===== config.mk =====
export PLATFORM = sky130hd
export DESIGN_NAME = sar_conv_ctrl_flat
export DESIGN_NICKNAME = d
export VERILOG_FILES = /design/src/rtl/sar_ctrl_pkg.sv /design/src/rtl/sar_conv_ctrl_if.sv /design/src/rtl/sar_ctrl_outbuf.sv /design/src/rtl/sar_conv_ctrl.sv /design/src/flat_wrapper.sv
export SDC_FILE = /design/constraint.sdc
export NUM_CORES = 1
export LEC_CHECK = 0
export CAP_MARGIN = 20
export CORE_UTILIZATION = 60
export CTS_CLUSTER_DIAMETER = 150
export DETAILED_ROUTE_END_ITERATION = 16
export DONT_BUFFER_PORTS = 1
export PLACE_DENSITY = 0.81
export SLEW_MARGIN = 5
export SYNTH_ARGS = -nofsm -noshare
export SYNTH_HDL_FRONTEND = slang
export SYNTH_SLANG_ARGS = --single-unit

===== constraint.sdc =====
create_clock -name clk -period 1.8 [get_ports clk]
set_clock_uncertainty 0.1 [all_clocks]
set_input_delay 0.27 -clock clk [delete_from_list [all_inputs] [get_ports clk]]
set_output_delay 0.27 -clock clk [all_outputs]
set_load 0.01 [all_outputs]

===== src/rtl/sar_ctrl_pkg.sv =====
// Shared types and constants for the SAR conversion sequencer:
// FSM state encoding, default parameter values and the sample-counter width.
package sar_ctrl_pkg;

    localparam int NBITS_DEF         = 8;
    localparam int SAMPLE_CYCLES_DEF = 4;
    localparam int SCNT_W            = 4;

    typedef enum logic [2:0] {
        IDLE,
        RST,
        SAMPLE,
        CONV,
        LATCH
    } state_t;

    // Value loaded into the sample down-counter on entry to SAMPLE; the
    // state exits when the counter reaches zero, so load cycles-1.
    function automatic logic [SCNT_W-1:0] sample_load(input int cycles);
        return SCNT_W'(cycles - 1);
    endfunction

endpackage


===== src/rtl/sar_conv_ctrl_if.sv =====
// Result bus of the SAR sequencer: one-entry valid/ready data channel.
// master = the sequencer (drives dout/dout_valid), slave = the data sink.
interface sar_conv_ctrl_if #(
    parameter int NBITS = 8
) ();
    logic [NBITS-1:0] dout;
    logic             dout_valid;
    logic             dout_ready;

    modport master (
        output dout,
        output dout_valid,
        input  dout_ready
    );

    modport slave (
        input  dout,
        input  dout_valid,
        output dout_ready
    );
endinterface


===== src/rtl/sar_ctrl_outbuf.sv =====
// One-entry output register for conversion results, with a sticky overrun
// flag raised when an unconsumed result is overwritten.
import sar_ctrl_pkg::*;

module sar_ctrl_outbuf #(
    parameter int NBITS = NBITS_DEF
) (
    input  logic             clk,
    input  logic             rst,
    input  logic             wr,
    input  logic [NBITS-1:0] wdata,
    output logic [NBITS-1:0] dout,
    output logic             dout_valid,
    input  logic             dout_ready,
    output logic             overrun,
    input  logic             clr_overrun
);

    logic accept;
    assign accept = dout_valid && dout_ready;

    // Data register: only a new conversion changes it, so dout is stable while valid.
    always_ff @(posedge clk or posedge rst) begin
        if (rst) begin
            dout <= '0;
        end else if (wr) begin
            dout <= wdata;
        end
    end

    // Valid flag: a write always leaves it set, even if the old entry is taken at that edge.
    always_ff @(posedge clk or posedge rst) begin
        if (rst) begin
            dout_valid <= 1'b0;
        end else if (wr) begin
            dout_valid <= 1'b1;
        end else if (accept) begin
            dout_valid <= 1'b0;
        end
    end

    // Sticky overrun: set by a write over an entry the sink is not taking; set beats clear.
    always_ff @(posedge clk or posedge rst) begin
        if (rst) begin
            overrun <= 1'b0;
        end else if (wr && dout_valid && !dout_ready) begin
            overrun <= 1'b1;
        end else if (clr_overrun) begin
            overrun <= 1'b0;
        end
    end

endmodule


===== src/rtl/sar_conv_ctrl.sv =====
// Conversion sequencer for the SAR ADC: resets the sar_algorithm core, opens
// the sampling window, runs NBITS bit trials and hands the code to a
// one-entry output register.
// Optional macro SAR_CTRL_CNT_EN adds a 16-bit completed-conversion counter
// output conv_cnt.
import sar_ctrl_pkg::*;

module sar_conv_ctrl #(
    parameter int NBITS         = NBITS_DEF,
    parameter int SAMPLE_CYCLES = SAMPLE_CYCLES_DEF
) (
    input  logic             clk,
    input  logic             rst,
    input  logic             start,
    input  logic             continuous,
    input  logic [NBITS-1:0] sar_d,
    output logic             sar_rst,
    output logic             sar_en,
    output logic             sample,
    output logic             comp_en,
    output logic             busy,
    output logic             overrun,
    input  logic             clr_overrun,
`ifdef SAR_CTRL_CNT_EN
    output logic [15:0]      conv_cnt,
`endif
    sar_conv_ctrl_if.master  bus
);

    localparam int BW = (NBITS > 1) ? $clog2(NBITS) : 1;
    localparam logic [BW-1:0]     BIT_LAST = BW'(NBITS - 1);
    localparam logic [SCNT_W-1:0] SCNT_LOAD = sample_load(SAMPLE_CYCLES);

    state_t            state_reg;
    logic [SCNT_W-1:0] scnt_reg;
    logic [BW-1:0]     bcnt_reg;
    logic              latch_wr;

    // The result is captured on the edge that leaves LATCH.
    assign latch_wr = (state_reg == LATCH);

    // Sequencer FSM; control outputs are registered alongside the state they belong to.
    always_ff @(posedge clk or posedge rst) begin
        if (rst) begin
            state_reg <= IDLE;
            scnt_reg  <= '0;
            bcnt_reg  <= '0;
            sar_rst   <= 1'b0;
            sar_en    <= 1'b0;
            sample    <= 1'b0;
            comp_en   <= 1'b0;
            busy      <= 1'b0;
        end else begin
            case (state_reg)
                IDLE: begin
                    if (start || continuous) begin
                        state_reg <= RST;
                        sar_rst   <= 1'b1;
                        busy      <= 1'b1;
                    end
                end
                RST: begin
                    state_reg <= SAMPLE;
                    sar_rst   <= 1'b0;
                    sample    <= 1'b1;
                    scnt_reg  <= SCNT_LOAD;
                end
                SAMPLE: begin
                    if (scnt_reg == '0) begin
                        state_reg <= CONV;
                        sample    <= 1'b0;
                        sar_en    <= 1'b1;
                        comp_en   <= 1'b1;
                        bcnt_reg  <= '0;
                    end else begin
                        scnt_reg <= scnt_reg - 1'b1;
                    end
                end
                CONV: begin
                    if (bcnt_reg == BIT_LAST) begin
                        state_reg <= LATCH;
                        sar_en    <= 1'b0;
                        comp_en   <= 1'b0;
                    end else begin
                        bcnt_reg <= bcnt_reg + 1'b1;
                    end
                end
                LATCH: begin
                    if (continuous) begin
                        state_reg <= RST;
                        sar_rst   <= 1'b1;
                    end else begin
                        state_reg <= IDLE;
                        busy      <= 1'b0;
                    end
                end
                default: begin
                    state_reg <= IDLE;
                    sar_rst   <= 1'b0;
                    sar_en    <= 1'b0;
                    sample    <= 1'b0;
                    comp_en   <= 1'b0;
                    busy      <= 1'b0;
                end
            endcase
        end
    end

`ifdef SAR_CTRL_CNT_EN
    logic [15:0] conv_cnt_reg;

    // Completed-conversion counter, wraps naturally at 16 bits.
    always_ff @(posedge clk or posedge rst) begin
        if (rst) begin
            conv_cnt_reg <= 16'h0000;
        end else if (latch_wr) begin
            conv_cnt_reg <= conv_cnt_reg + 16'h0001;
        end
    end

    assign conv_cnt = conv_cnt_reg;
`endif

    sar_ctrl_outbuf #(
        .NBITS (NBITS)
    ) u_outbuf (
        .clk         (clk),
        .rst         (rst),
        .wr          (latch_wr),
        .wdata       (sar_d),
        .dout        (bus.dout),
        .dout_valid  (bus.dout_valid),
        .dout_ready  (bus.dout_ready),
        .overrun     (overrun),
        .clr_overrun (clr_overrun)
    );

endmodule


===== src/flat_wrapper.sv =====
// flat-port wrapper written by rule: the top's interface ports become plain ports
module sar_conv_ctrl_flat 
#(
    parameter int NBITS         = NBITS_DEF,
    parameter int SAMPLE_CYCLES = SAMPLE_CYCLES_DEF
)
  (clk, rst, start, continuous, sar_d, sar_rst, sar_en, sample, comp_en, busy, overrun, clr_overrun, bus_dout, bus_dout_valid, bus_dout_ready);
  sar_conv_ctrl_if #(.NBITS(NBITS)) bus_i ();
  input  logic clk;
  input  logic rst;
  input  logic start;
  input  logic continuous;
  input  logic [NBITS-1:0] sar_d;
  output logic sar_rst;
  output logic sar_en;
  output logic sample;
  output logic comp_en;
  output logic busy;
  output logic overrun;
  input  logic clr_overrun;
  output wire logic [$bits(bus_i.dout)-1:0] bus_dout;
  output wire logic [$bits(bus_i.dout_valid)-1:0] bus_dout_valid;
  input wire logic [$bits(bus_i.dout_ready)-1:0] bus_dout_ready;
  assign bus_dout = bus_i.dout;
  assign bus_dout_valid = bus_i.dout_valid;
  assign bus_i.dout_ready = bus_dout_ready;
  sar_conv_ctrl #(.NBITS(NBITS), .SAMPLE_CYCLES(SAMPLE_CYCLES)) u_core (.clk(clk), .rst(rst), .start(start), .continuous(continuous), .sar_d(sar_d), .sar_rst(sar_rst), .sar_en(sar_en), .sample(sample), .comp_en(comp_en), .busy(busy), .overrun(overrun), .clr_overrun(clr_overrun), .bus(bus_i));
endmodule

* Word level (Yosys, flattened, before mapping) *
Cells that the tools add are included.

operators by class
  bitwise gates (word level) = 4
  reductions and logical operators = 22
  mux-type cells = 24
  equality and inequality tests = 12
  add/sub/neg operators = 2

operator list
  operator                                                                  number
  3-bit two-way mux                                                         5
  3-bit one-hot mux with 5 select lines                                     1
  3-bit AND reduction                                                       5
  1-bit one-hot mux with 3 select lines                                     4
  1-bit two-way mux                                                         11
  3-bit OR reduction                                                        3
  2-bit inequality test (second input constant)                             4
  4-bit one-hot mux with 2 select lines                                     1
  2-bit nonzero test                                                        4
  3-bit by 2-bit == test with 1-bit output (second input constant)          2
  3-bit == test (second input constant)                                     2
  2-bit by 1-bit inequality test with 1-bit output (second input constant)  3
  3-bit one-hot mux with 2 select lines                                     1
  4-bit zero test                                                           1
  4-bit two-way mux                                                         1
  1-bit NOT                                                                 4
  2-bit AND reduction                                                       2
  4-bit by 1-bit subtractor with 4-bit output (second input constant)       1
  3-bit by 1-bit adder with 3-bit output (second input constant)            1
  3-bit by 1-bit == test with 1-bit output (second input constant)          1
  1-bit logical AND                                                         3
  3-bit zero test                                                           1
  2-bit OR reduction                                                        1
  1-bit zero test                                                           1
  1-bit logical OR                                                          1

word-level totals
  bits of input ports = 14
  output and inout bits = 15
  register bits = 24

* Longest topological paths before layout *
Gate-level depths: netlist of the first run.

  word-level depth = 4
  gate-level depth with buffers = 6

* Cells and area by module *
A second synthesis of the first run with hierarchy kept.

second synthesis, totals
  cell total of the unflattened synthesis = 115
  area, all modules = 1236.2 µm²

by module, submodules not included
  module           cells each  sequential area each (µm²)  area each (µm²)  instances
  sar_conv_ctrl    91          350.3                       824.5            1
  sar_ctrl_outbuf  24          250.2                       411.6            1

* Worst setup path after synthesis of the first run *
OpenSTA, ideal clock, no wires.

  path type = register -> register
  from = reg u_core.scnt_reg[0]
  to = reg u_core.scnt_reg[0]
  cell stages (with the launch flop) = 7
  library setup time = 0.125 ns
  data arrival time = 1.438 ns
  required time = 1.575 ns
  slack = 0.137 ns
  cell sequence = dfrtp_1 inv_1 ha_1 or3b_1 buf_6 nand2_1 mux2_4

on the way
  cells in the longest elaborated chain, start to end = 3
  elaborated cells between the ends (all ways) = 6

ends and longest elaborated chain
  element                                                                                line                                      text
  from (decl)                                                                            sar_conv_ctrl.sv:35                       logic [SCNT_W-1:0] scnt_reg;
  from (signal assigned)                                                                 sar_conv_ctrl.sv:76                       scnt_reg <= scnt_reg - 1'b1;
  4-bit by 1-bit subtractor with 4-bit output / 4-bit zero test (equally long branches)  sar_conv_ctrl.sv:76, sar_conv_ctrl.sv:69
  4-bit two-way mux / 2-bit inequality test (equally long branches)                      --
  4-bit one-hot mux with 2 select lines / 2-bit AND reduction (equally long branches)    --

Several ways; a longest one is shown, not always the timed one. The select of a mux whose other input is x is not followed.
A chain may end at the register's enable or synchronous reset.

* Worst setup path after layout of the first run *
  from = reg u_core.bcnt_reg[0]
  to = reg u_core.bcnt_reg[0]

on the way
  cells in the longest elaborated chain, start to end = 3
  elaborated cells between the ends (all ways) = 6

ends and longest elaborated chain
  element                                                                              line                                      text
  from (decl)                                                                          sar_conv_ctrl.sv:36                       logic [BW-1:0] bcnt_reg;
  from (signal assigned)                                                               sar_conv_ctrl.sv:85                       bcnt_reg <= bcnt_reg + 1'b1;
  3-bit by 1-bit adder with 3-bit output / 3-bit == test (equally long branches)       sar_conv_ctrl.sv:85, sar_conv_ctrl.sv:80
  3-bit two-way mux / 2-bit inequality test (equally long branches)                    --
  3-bit one-hot mux with 2 select lines / 3-bit AND reduction (equally long branches)  --

Several ways; a longest one is shown, not always the timed one. The select of a mux whose other input is x is not followed.

==> metrics.cfg, run 1 <==
[grt]
grt_max_degree=25
gr-usage-all-layers_pct=19.6
grt_pass1_wl_um=2990
antenna_found_initial=0
grt_overflow=0
grt_pass1_vias=739

[sta]
fin_crit_ps=1690
final_hold_viol_count=0
worst_pin_slew_ps=494
rsz0062_at_grt=no
setup_violations=0
slew_viol_final=0
max_freq_mhz=593
slew_headroom_pct=67.1
setup_tns_ps=0
period_share_pct=93.7

[finish]
final_cell_mix=24 x dfrtp_1, 10 x inv_1, 8 x nand2_1, 8 x mux2_2, 7 x dlygate4sd3_1
fin_area_mm2=0.00130
syn_to_final_growth_pct=8.92
largest_register_ffs=8
drive_above_1_share_pct=24.1
num_antenna_cells=0
nNetsFinal=127
final_common_cell=dfrtp_1

[worst_setup_path]
cp.required_ps=1900
startpoint=u_core.bcnt_reg[0]
worstPathMaxFanout=8
path_delay_family=flip-flops
reg2reg_depth=5
crit_top_cell=ha_1
critPathKind=flop to flop
worstPathCellList=ha_1, ha_1, nand4bb_2, o311ai_2, o21ai_1
cp.arrival_ps=1780
rr_endpoint=u_core.bcnt_reg[0]
r2r_setup_slack_ps=110
worst_setup_path_start_kind=flop
crit_path_end_kind=flop
worst_path_largest_cell_delay_ps=430
path_buf_inv=0
critPathSlowestCell=dfrtp_1
r2r-start=u_core.bcnt_reg[0]

[hold_path]
min_path_type=input pin to flop
hold_end=u_core.u_outbuf.dout[7]
hold-path-cell-count=1
hp-start=sar_d[7]

[die]
die_h_um=46.6
start_util_pct=66.2
io_pins=29
die-area_mm2=0.00217
rows=15
core_mm2=0.00180
die_x_um=46.6

[yosys]
synthMuxAreaShare_pct=10.5
synth_top_family_by_area=simple AND/OR/NAND/NOR gates
seq_area_frac_synth_pct=50.4
synth_top_flop_cell=dfrtp_1
synth_compound_area_share_pct=12.1
ys_warn_count=0
syn_avg_cell_area_um2=11.8
synth_edf_count=0
async_reset_ff_share_pct=100
synth-simple-area-share_pct=14.8
ys_types=37
synth_area_mm2=0.00119
synth-seq-cells=24
synth_nets=119
synth_fa_ha_area_share_pct=5.04
syn_inst=101
synth_xor_area_share_pct=0

[placement]
dp_hpwl_um=1310
io_buffers=0
gp_congestion=0.716
place_area_mm2=0.00119

[clock_network]
post_cts_buffers=0
clockBufferDepth=2
insertion_delay_ps=300
cts_num_sinks=24
tritoncts.num_buffers=3
cts_tree=built
root_buffer=clkbuf_4
htreeDepth=1
path_clk_slew_ps=130

[run]
maxCapViolations=0

[power]
leakagePower_nw=0.609
p_per_area_mw_per_mm2=1600
vdd_drop_max_mv=1.03

[route]
drtIter0Drc=10
routedWlPerCell_um=14.3
post-route-drc-count=0
vias_per_cell=5.58
ant_nets=0
num_vias=742
routed_wl_um=1900
firstDrtPassIters=3

[status]
status=complete, no violations

[timing repair]
item | CTS | global route
endpoints found under the hold margin | 28 | 2
setup endpoints to repair | 0 | 1
resized for setup | 0 | 1
hold buffers | 5 | 2
[power breakdown]
part           internal, W  leakage, nW  switching (W)
combinational     0.000397        0.299       0.000354
clock             0.000123       0.0210       0.000154
sequential        0.000758        0.289       0.000292
total              0.00128        0.609       0.000800
[worst reg2reg max path, delay by kind of cell (launching register included)]
kind                     cells  cell delay (ps)
flip-flops                   1              430
AND/OR/NAND/NOR              1              380
adder cells (fa/ha/maj)      2              410
AO/OA/AOI/OAI                2              260
[worst max path at each step]
stage	end	slack [ps]	cells past startpoint
final	u_core.bcnt_reg[0]	110	5
after CTS	u_core.scnt_reg[0]	3	5
after detailed placement	u_core.scnt_reg[0]	20	5
after floorplan	u_core.scnt_reg[0]	140	6
after global placement	u_core.scnt_reg[0]	80	5
after global routing	u_core.bcnt_reg[0]	10	5
[kinds of logic after synthesis]
logic type / Yosys count
AOI/OAI and AO/OA: 19
adders and majority gates: 5
buffers and inverters: 16
DFF: 24
muxes: 11
and+or+nand+nor: 26
[cells in the mapped netlist (2+ instances only)]
cell	count	area (µm²)
buf_4	2	15.0
o21ai_2	2	17.5
o22ai_1	4	25.0
nor2_1	4	15.0
inv_1	10	37.5
o21ai_0	3	15.0
dfrtp_1	24	601
ha_1	4	50.1
nand3_1	2	10.0
nor3_1	2	10.0
a21oi_1	2	10.0
nand2_1	8	30.0
or3b_1	2	17.5
mux2_2	8	90.1
mux2i_1	2	20.0
[area by class of cell]
type,instances,area (µm²)
repair buffers,9,85.1
clock buffers,4,36.3
fillers,138,503
flip-flops and latches,24,601
inverters,10,37.5
multi-input cells,61,508
well taps,25,31.3
[stage by stage]
step / total power, W / utilization (%) / hold slack, ps / setup WS [ps] / std cells
final: 0.00208 / 72.1 / 7.75 / 113 / 133
after global routing: 0.00223 / 72.1 / 0.426 / 14.9 / 133
after CTS: 0.00209 / 70.8 / 0.121 / 2.56 / 131
after detailed placement: 0.00180 / 66.0 / 122 / 23.2 / 122
after global placement: 0.00175 / 66.0 / 118 / 83.5 / 122
after floorplan: 0.00171 / - / 185 / 137 / 101
[metal layers]
metal	up-vias	global-route usage [%]	share of wire, %
met3	2	3.53	4.8
met2	20	30.8	49
li1	365	-	-
met1	355	26.3	45
met4	0	8.82	0.68
met5	-	0	0
No activity file was read; power rests on OpenSTA's default activity.
==> run 2, diff against run 1 <==
CORE_UTILIZATION = 65   (was 60)
PLACE_DENSITY = 0.86   (was 0.81)
clock period = 2 ns   (was 1.8 ns; I/O delays follow)
==> metrics.cfg, run 2 (synthesis results as in run 1) <==
[status]
status=complete, no violations  ; unchanged

[grt]
use_met3_pct=5.20  ; was 3.53%
gr-usage-all-layers_pct=20.2  ; was 19.6%
use_met1_pct=24.7  ; was 26.3%
grt_most_used_layer=met2  ; unchanged
grt_pass1_vias=659  ; was 739
grt_pass1_wl_um=2880  ; was 2990 µm
use_met2_pct=34.7  ; was 30.8%
antenna_found_initial=0  ; unchanged
grt_max_degree=25  ; unchanged
grt_overflow=0  ; unchanged

[finish]
final_cells=127  ; was 133
nNetsFinal=121  ; was 127
drive_above_1_share_pct=23.5  ; was 24.1%
fillers=130  ; was 138
syn_to_final_growth_pct=5.25  ; was 8.92%
final_common_cell=dfrtp_1  ; unchanged
final_cell_mix=24 x dfrtp_1, 10 x inv_1, 8 x nand2_1, 8 x mux2_2  ; was 24 x dfrtp_1, 10 x inv_1, 8 x nand2_1, 8 x mux2_2, 7 x dlygate4sd3_1
num_antenna_cells=0  ; unchanged
largest_register_ffs=8  ; unchanged

[placement]
io_buffers=0  ; unchanged
dp_hpwl_um=1300  ; was 1310 µm
gp_congestion=0.699  ; was 0.716
dp.cells=121  ; was 122

[clock_network]
hold_buffers=2  ; was 5
post_cts_buffers=0  ; unchanged
insertion_delay_ps=310  ; was 300 ps
post_cts_resized=0  ; unchanged
path_clk_slew_ps=130  ; about the same
tritoncts.num_buffers=3  ; unchanged
clockBufferDepth=2  ; unchanged
cts_tree=built  ; unchanged
htreeDepth=1  ; unchanged
cts_num_sinks=24  ; unchanged
root_buffer=clkbuf_4  ; unchanged

[die]
core_mm2=0.00173  ; was 0.00180 mm²
die_x_um=44.8  ; was 46.6 µm
die-area_mm2=0.00201  ; was 0.00217 mm²
start_util_pct=69.1  ; was 66.2%
io_pins=29  ; unchanged
rows=15  ; unchanged
die_h_um=44.8  ; was 46.6 µm

[worst_setup_path]
cp.required_ps=2110  ; was 1900 ps
worstPathMaxFanout=9  ; was 8
worst_setup_path_start_kind=flop  ; unchanged
critPathKind=flop to flop  ; unchanged
crit_path_end_kind=flop  ; unchanged
critPathSlowestCell=or3b_1  ; was dfrtp_1
cp.arrival_ps=1960  ; was 1780 ps
worstPathCellList=inv_1, ha_1, or3b_1, nand2_1, mux2_4  ; was ha_1, ha_1, nand4bb_2, o311ai_2, o21ai_1
worst_path_largest_cell_delay_ps=510  ; was 430 ps

[power]
power_frac_clock_pct=17.7  ; was 13.3%
combPwrFrac_pct=34.3  ; was 36.2%
p_sw_w=0.000742  ; was 0.000800 W
leakagePower_nw=0.589  ; was 0.609 nW
p_per_area_mw_per_mm2=1570  ; was 1600 mW/mm²
vdd_drop_max_mv=1.35  ; was 1.03 mV
seq_power_share_pct=48.0  ; was 50.5%
p_int_w=0.00123  ; was 0.00128 W
switching_share_pct=37.7  ; was 38.5%

[route]
drtIter0Drc=17  ; was 10
firstDrtPassIters=4  ; was 3
routedWlPerCell_um=14.9  ; was 14.3 µm
post-route-drc-count=0  ; unchanged
num_vias=724  ; was 742
ant_nets=0  ; unchanged
vias_per_cell=5.70  ; was 5.58
routed_wl_um=1890  ; was 1900 µm

[sta]
final_hold_viol_count=0  ; unchanged
slew_viol_final=0  ; unchanged
rsz0062_at_grt=no  ; unchanged
fin_crit_ps=1840  ; was 1690 ps
slew_headroom_pct=66.5  ; was 67.1%
max_freq_mhz=542  ; was 593 MHz
setup_tns_ps=0  ; unchanged
setup_violations=0  ; unchanged
worst_pin_slew_ps=503  ; was 494 ps
period_share_pct=92.2  ; was 93.7%

[hold_path]
min_path_type=input pin to flop  ; unchanged

[run]
maxCapViolations=0  ; unchanged

run 2: changes by cell type in the layout (fill, tap and decap cells not counted), sizes merged:
cell         change
buf              -1
bufinv           +1
clkbuf           -1
dlygate4sd3      -5
run 2: worst max-delay path: cells and delay by family, from the launching register on:
| family | cells | cell delay (ps) |
|---|---|---|
| muxes | 1 | 300 |
| adders and majority gates | 1 | 160 |
| and+or+nand+nor | 2 | 660 |
| DFF | 1 | 400 |
| buffers and inverters | 1 | 120 |
run 2: cell type report:
class	count	area (µm²)	share of cell area (%)
Inverter	10	37.5	2.99
Sequential cell	24	601	47.9
Timing Repair Buffer	3	27.5	2.19
Clock inverter	1	30.0	2.39
Tap cell	25	31.3	2.49
Multi-Input combinational cell	61	505	40.3
Clock buffer	3	22.5	1.79
run 2: path summary, 6_finish.rpt:
path,start,depth (start not counted),slack (ps),endpoint
worst max-delay path,u_core.scnt_reg[0],5,160,u_core.scnt_reg[0]
worst min-delay path,sar_d[1],1,20,u_core.u_outbuf.dout[1]
worst max register to register,u_core.scnt_reg[0],5,160,u_core.scnt_reg[0]
worst min register to register,u_core.scnt_reg[3],1,400,u_core.scnt_reg[3]
max in group asynchronous,rst,3,1210,u_core.sar_en
min in group asynchronous,rst,3,360,u_core.u_outbuf.dout[3]
run 2: metal layers:
metal  part of all wire [%]  up-vias  wire length, µm
li1                       -      352                -
met1                     44      352              836
met2                     52       18              981
met3                    3.0        2               57
met4                   0.79        0               15
met5                      0        -                0
run 2: power by group through the flow:
| stage | registers [W] | logic (W) | clock network, W |
|---|---|---|---|
| floorplan | 0.000842 | 0.000697 | 0 |
| global placement | 0.000939 | 0.000617 | 0 |
| detailed placement | 0.000951 | 0.000661 | 0 |
| CTS | 0.000946 | 0.000677 | 0.000355 |
| global route | 0.000974 | 0.000748 | 0.000370 |
| finish | 0.000944 | 0.000674 | 0.000349 |
run 2: metrics by stage:
stage          hold WS, ps  utilization (%)  total power (W)  worst slack [ps]  area, µm²
6_report              25.0             72.7          0.00197               156       1250
5_1_grt               4.20             72.7          0.00209               102       1250
4_1_cts               15.2             72.7          0.00198               174       1250
3_5_place_dp           154             68.5          0.00161               192       1180
3_3_place_gp           150             68.5          0.00156               255       1180
2_1_floorplan          215                -          0.00154               337       1190
==> run 3, diff against run 2 <==
MAX_ROUTING_LAYER = met4   (was not set)
SETUP_SLACK_MARGIN = 0.02   (was not set)
SYNTH_HIERARCHICAL = 1   (was not set)
==> metrics.cfg, run 3 <==
[route]
firstDrtPassIters=4  ; unchanged
ant_nets=0  ; unchanged
routedWlPerCell_um=17.9  ; was 14.9 µm
routed_wl_um=2540  ; was 1890 µm
num_vias=897  ; was 724
post-route-drc-count=0  ; unchanged
vias_per_cell=6.32  ; was 5.70
drtIter0Drc=20  ; was 17

[sta]
max_freq_mhz=577  ; was 542 MHz
fin_crit_ps=1730  ; was 1840 ps
slew_viol_final=0  ; unchanged
period_share_pct=86.6  ; was 92.2%
fin_ws_ps=267  ; was 156 ps
setup_violations=0  ; unchanged
hold-worst-slack_ps=9.06  ; was 25.0 ps
setup_tns_ps=0  ; unchanged
rsz0062_at_grt=no  ; unchanged
worst_pin_slew_ps=562  ; was 503 ps
final_hold_viol_count=0  ; unchanged
slew_headroom_pct=62.5  ; was 66.5%

[yosys]
syn_inst=115  ; was 101
synthMuxAreaShare_pct=10.6  ; was 10.5%
seq_area_frac_synth_pct=48.6  ; was 50.4%
synth_compound_area_share_pct=14.2  ; was 12.1%
synth_nets=133  ; was 119
synth_area_leaders=dfrtp_1 49%, mux2_4 9.7%, ha_1 4.0%, o21ai_1 2.8%, nand2b_1 2.5%  ; was dfrtp_1 50%, mux2_2 7.6%, ha_1 4.2%, inv_1 3.1%, nand2_1 2.5%
yosysMostFrequentCell=dfrtp_1  ; unchanged
async_reset_ff_share_pct=100  ; unchanged
synth_xor_area_share_pct=0  ; unchanged
ys_warn_count=6  ; was 0
synth_top_flop_cell=dfrtp_1  ; unchanged
syn_avg_cell_area_um2=10.7  ; was 11.8 µm²
synth_area_mm2=0.00124  ; was 0.00119 mm²
synth.top_cells.by_count=24 x dfrtp_1, 8 x inv_1, 8 x mux2_4  ; was 24 x dfrtp_1, 10 x inv_1, 8 x mux2_2, 8 x nand2_1
synth-seq-cells=24  ; unchanged
ys_types=35  ; was 37
synth_fa_ha_area_share_pct=4.05  ; was 5.04%
synth_edf_count=0  ; unchanged
netlist.area_leader.share_pct=48.6  ; was 50.4%
synth-simple-area-share_pct=16.2  ; was 14.8%
synth_top_family_by_area=simple AND/OR/NAND/NOR gates  ; unchanged
yosysTopAreaCell=dfrtp_1  ; unchanged

[power]
p_sw_w=0.000779  ; was 0.000742 W
switching_share_pct=39.0  ; was 37.7%
seq_power_share_pct=45.2  ; was 48.0%
power_frac_clock_pct=17.9  ; was 17.7%
combPwrFrac_pct=36.9  ; was 34.3%
vdd_drop_max_mv=0.846  ; was 1.35 mV
total_power_w=0.00200  ; was 0.00197 W
p_per_area_mw_per_mm2=1510  ; was 1570 mW/mm²
p_int_w=0.00122  ; was 0.00123 W
leakagePower_nw=0.622  ; was 0.589 nW

[clock_network]
clockBufferDepth=2  ; unchanged
post_cts_buffers=0  ; unchanged
insertion_delay_ps=320  ; was 310 ps
tritoncts.num_buffers=3  ; unchanged
root_buffer=clkbuf_4  ; unchanged
cts_num_sinks=24  ; unchanged
cts_tree=built  ; unchanged
path_clk_slew_ps=140  ; was 130 ps
htreeDepth=1  ; unchanged
post_cts_resized=0  ; unchanged

[placement]
gp_congestion=0.891  ; was 0.699
pre_cts_ws_ps=277  ; was 192 ps
io_buffers=0  ; unchanged
dp_hpwl_um=1610  ; was 1300 µm

[die]
rows=15  ; unchanged
io_pins=29  ; unchanged
die-area_mm2=0.00208  ; was 0.00201 mm²
die_h_um=45.6  ; was 44.8 µm
core_mm2=0.00175  ; was 0.00173 mm²
die_x_um=45.6  ; was 44.8 µm
start_util_pct=70.8  ; was 69.1%

[finish]
nNetsFinal=136  ; was 121
num_antenna_cells=0  ; unchanged
largest_register_ffs=8  ; unchanged
final_cell_mix=24 x dfrtp_1, 8 x inv_1, 8 x mux2_4  ; was 24 x dfrtp_1, 10 x inv_1, 8 x nand2_1, 8 x mux2_2
final_common_cell=dfrtp_1  ; unchanged
utilization_pct=75.7  ; was 72.7%
drive_above_1_share_pct=14.5  ; was 23.5%
syn_to_final_growth_pct=6.88  ; was 5.25%

[hold_path]
min_path_type=input pin to flop  ; unchanged

[grt]
grt_pass1_vias=824  ; was 659
grt_pass1_wl_um=3690  ; was 2880 µm
grt_max_degree=15  ; was 25
gr-usage-all-layers_pct=26.4  ; was 20.2%
grt_overflow=0  ; unchanged
antenna_found_initial=0  ; unchanged

[worst_setup_path]
worst_setup_path_start_kind=flop  ; unchanged
worstPathMaxFanout=4  ; was 9
cp.arrival_ps=1860  ; was 1960 ps
crit_path_end_kind=flop  ; unchanged
cp.required_ps=2130  ; was 2110 ps
critPathKind=flop to flop  ; unchanged

[run]
maxCapViolations=0  ; unchanged

[status]
status=complete, no violations  ; unchanged

## run 3: cell types whose count changed in the layout (fill, tap and decap cells not counted), moves of 4 or more
cell / previous run / this run
mux2_2: 8 / 0
nand2b_1: 1 / 5
mux2_4: 1 / 8
a21oi_1: 2 / 6
o21ai_1: 1 / 7
## run 3: layout make-up
cell class / instances / area (µm²)
tap: 25 / 31.3
multi-input combinational: 75 / 557
clock buffer: 3 / 22.5
timing repair buffer: 6 / 50.0
clock inverter: 1 / 30.0
fill: 120 / 424
inverter: 8 / 30.0
sequential: 24 / 601
## run 3: logic make-up after synthesis
| kind of cell | Yosys count |
|---|---|
| AO/OA/AOI/OAI | 27 |
| adder cells (fa/ha/maj) | 4 |
| buffers and inverters | 16 |
| AND/OR/NAND/NOR | 35 |
| multiplexers | 9 |
| flip-flops | 24 |
## run 3: layer usage
layer  routed length [µm]  up-vias  GRT usage (%)
met5                    0        -              -
met4                   63        0           12.7
met3                  210        6           3.97
met2                 1230       40           44.6
met1                 1040      435           30.5
li1                     -      416              -
## run 3: power groups by stage
stage / logic, W / clock network, W / registers (W)
after global routing: 0.000819 / 0.000377 / 0.000931
after global placement: 0.000682 / 0 / 0.000884
after CTS: 0.000726 / 0.000352 / 0.000892
after detailed placement: 0.000721 / 0 / 0.000897
after floorplan: 0.000664 / 0 / 0.000803
final: 0.000736 / 0.000358 / 0.000904
## run 3: worst max-delay path: stages (launching register included)
cell	delay (ps)
dfrtp_1	420
inv_1	120
ha_1	230
nor3b_1	360
o21ai_1	160
a22o_1	250
## run 3: what timing repair did
item | in CTS | in global routing
endpoints found under the hold margin | 24 | 1
hold buffers | 1 | 1
endpoints found under the setup margin | 0 | 0
## run 3: per-stage QoR
step | instance area, µm² | cells
2_1_floorplan | 1240 | 115
3_3_place_gp | 1250 | 136
3_5_place_dp | 1250 | 136
4_1_cts | 1310 | 141
5_1_grt | 1320 | 142
6_report | 1320 | 142
## run 3: worst paths after layout
| path | startpoint | to | slack (ps) | cells past startpoint |
|---|---|---|---|---|
| max | u_core/scnt_reg[0] | u_core/bcnt_reg[1] | 270 | 5 |
| min | sar_d[7] | u_core/u_outbuf/dout[7] | 9 | 1 |
| max reg2reg | u_core/scnt_reg[0] | u_core/bcnt_reg[1] | 270 | 5 |
| min reg2reg | u_core/bcnt_reg[2] | u_core/bcnt_reg[2] | 470 | 1 |
| max in group asynchronous | rst | u_core/state_reg[0] | 1040 | 2 |
| min in group asynchronous | rst | u_core/u_outbuf/dout[7] | 300 | 2 |
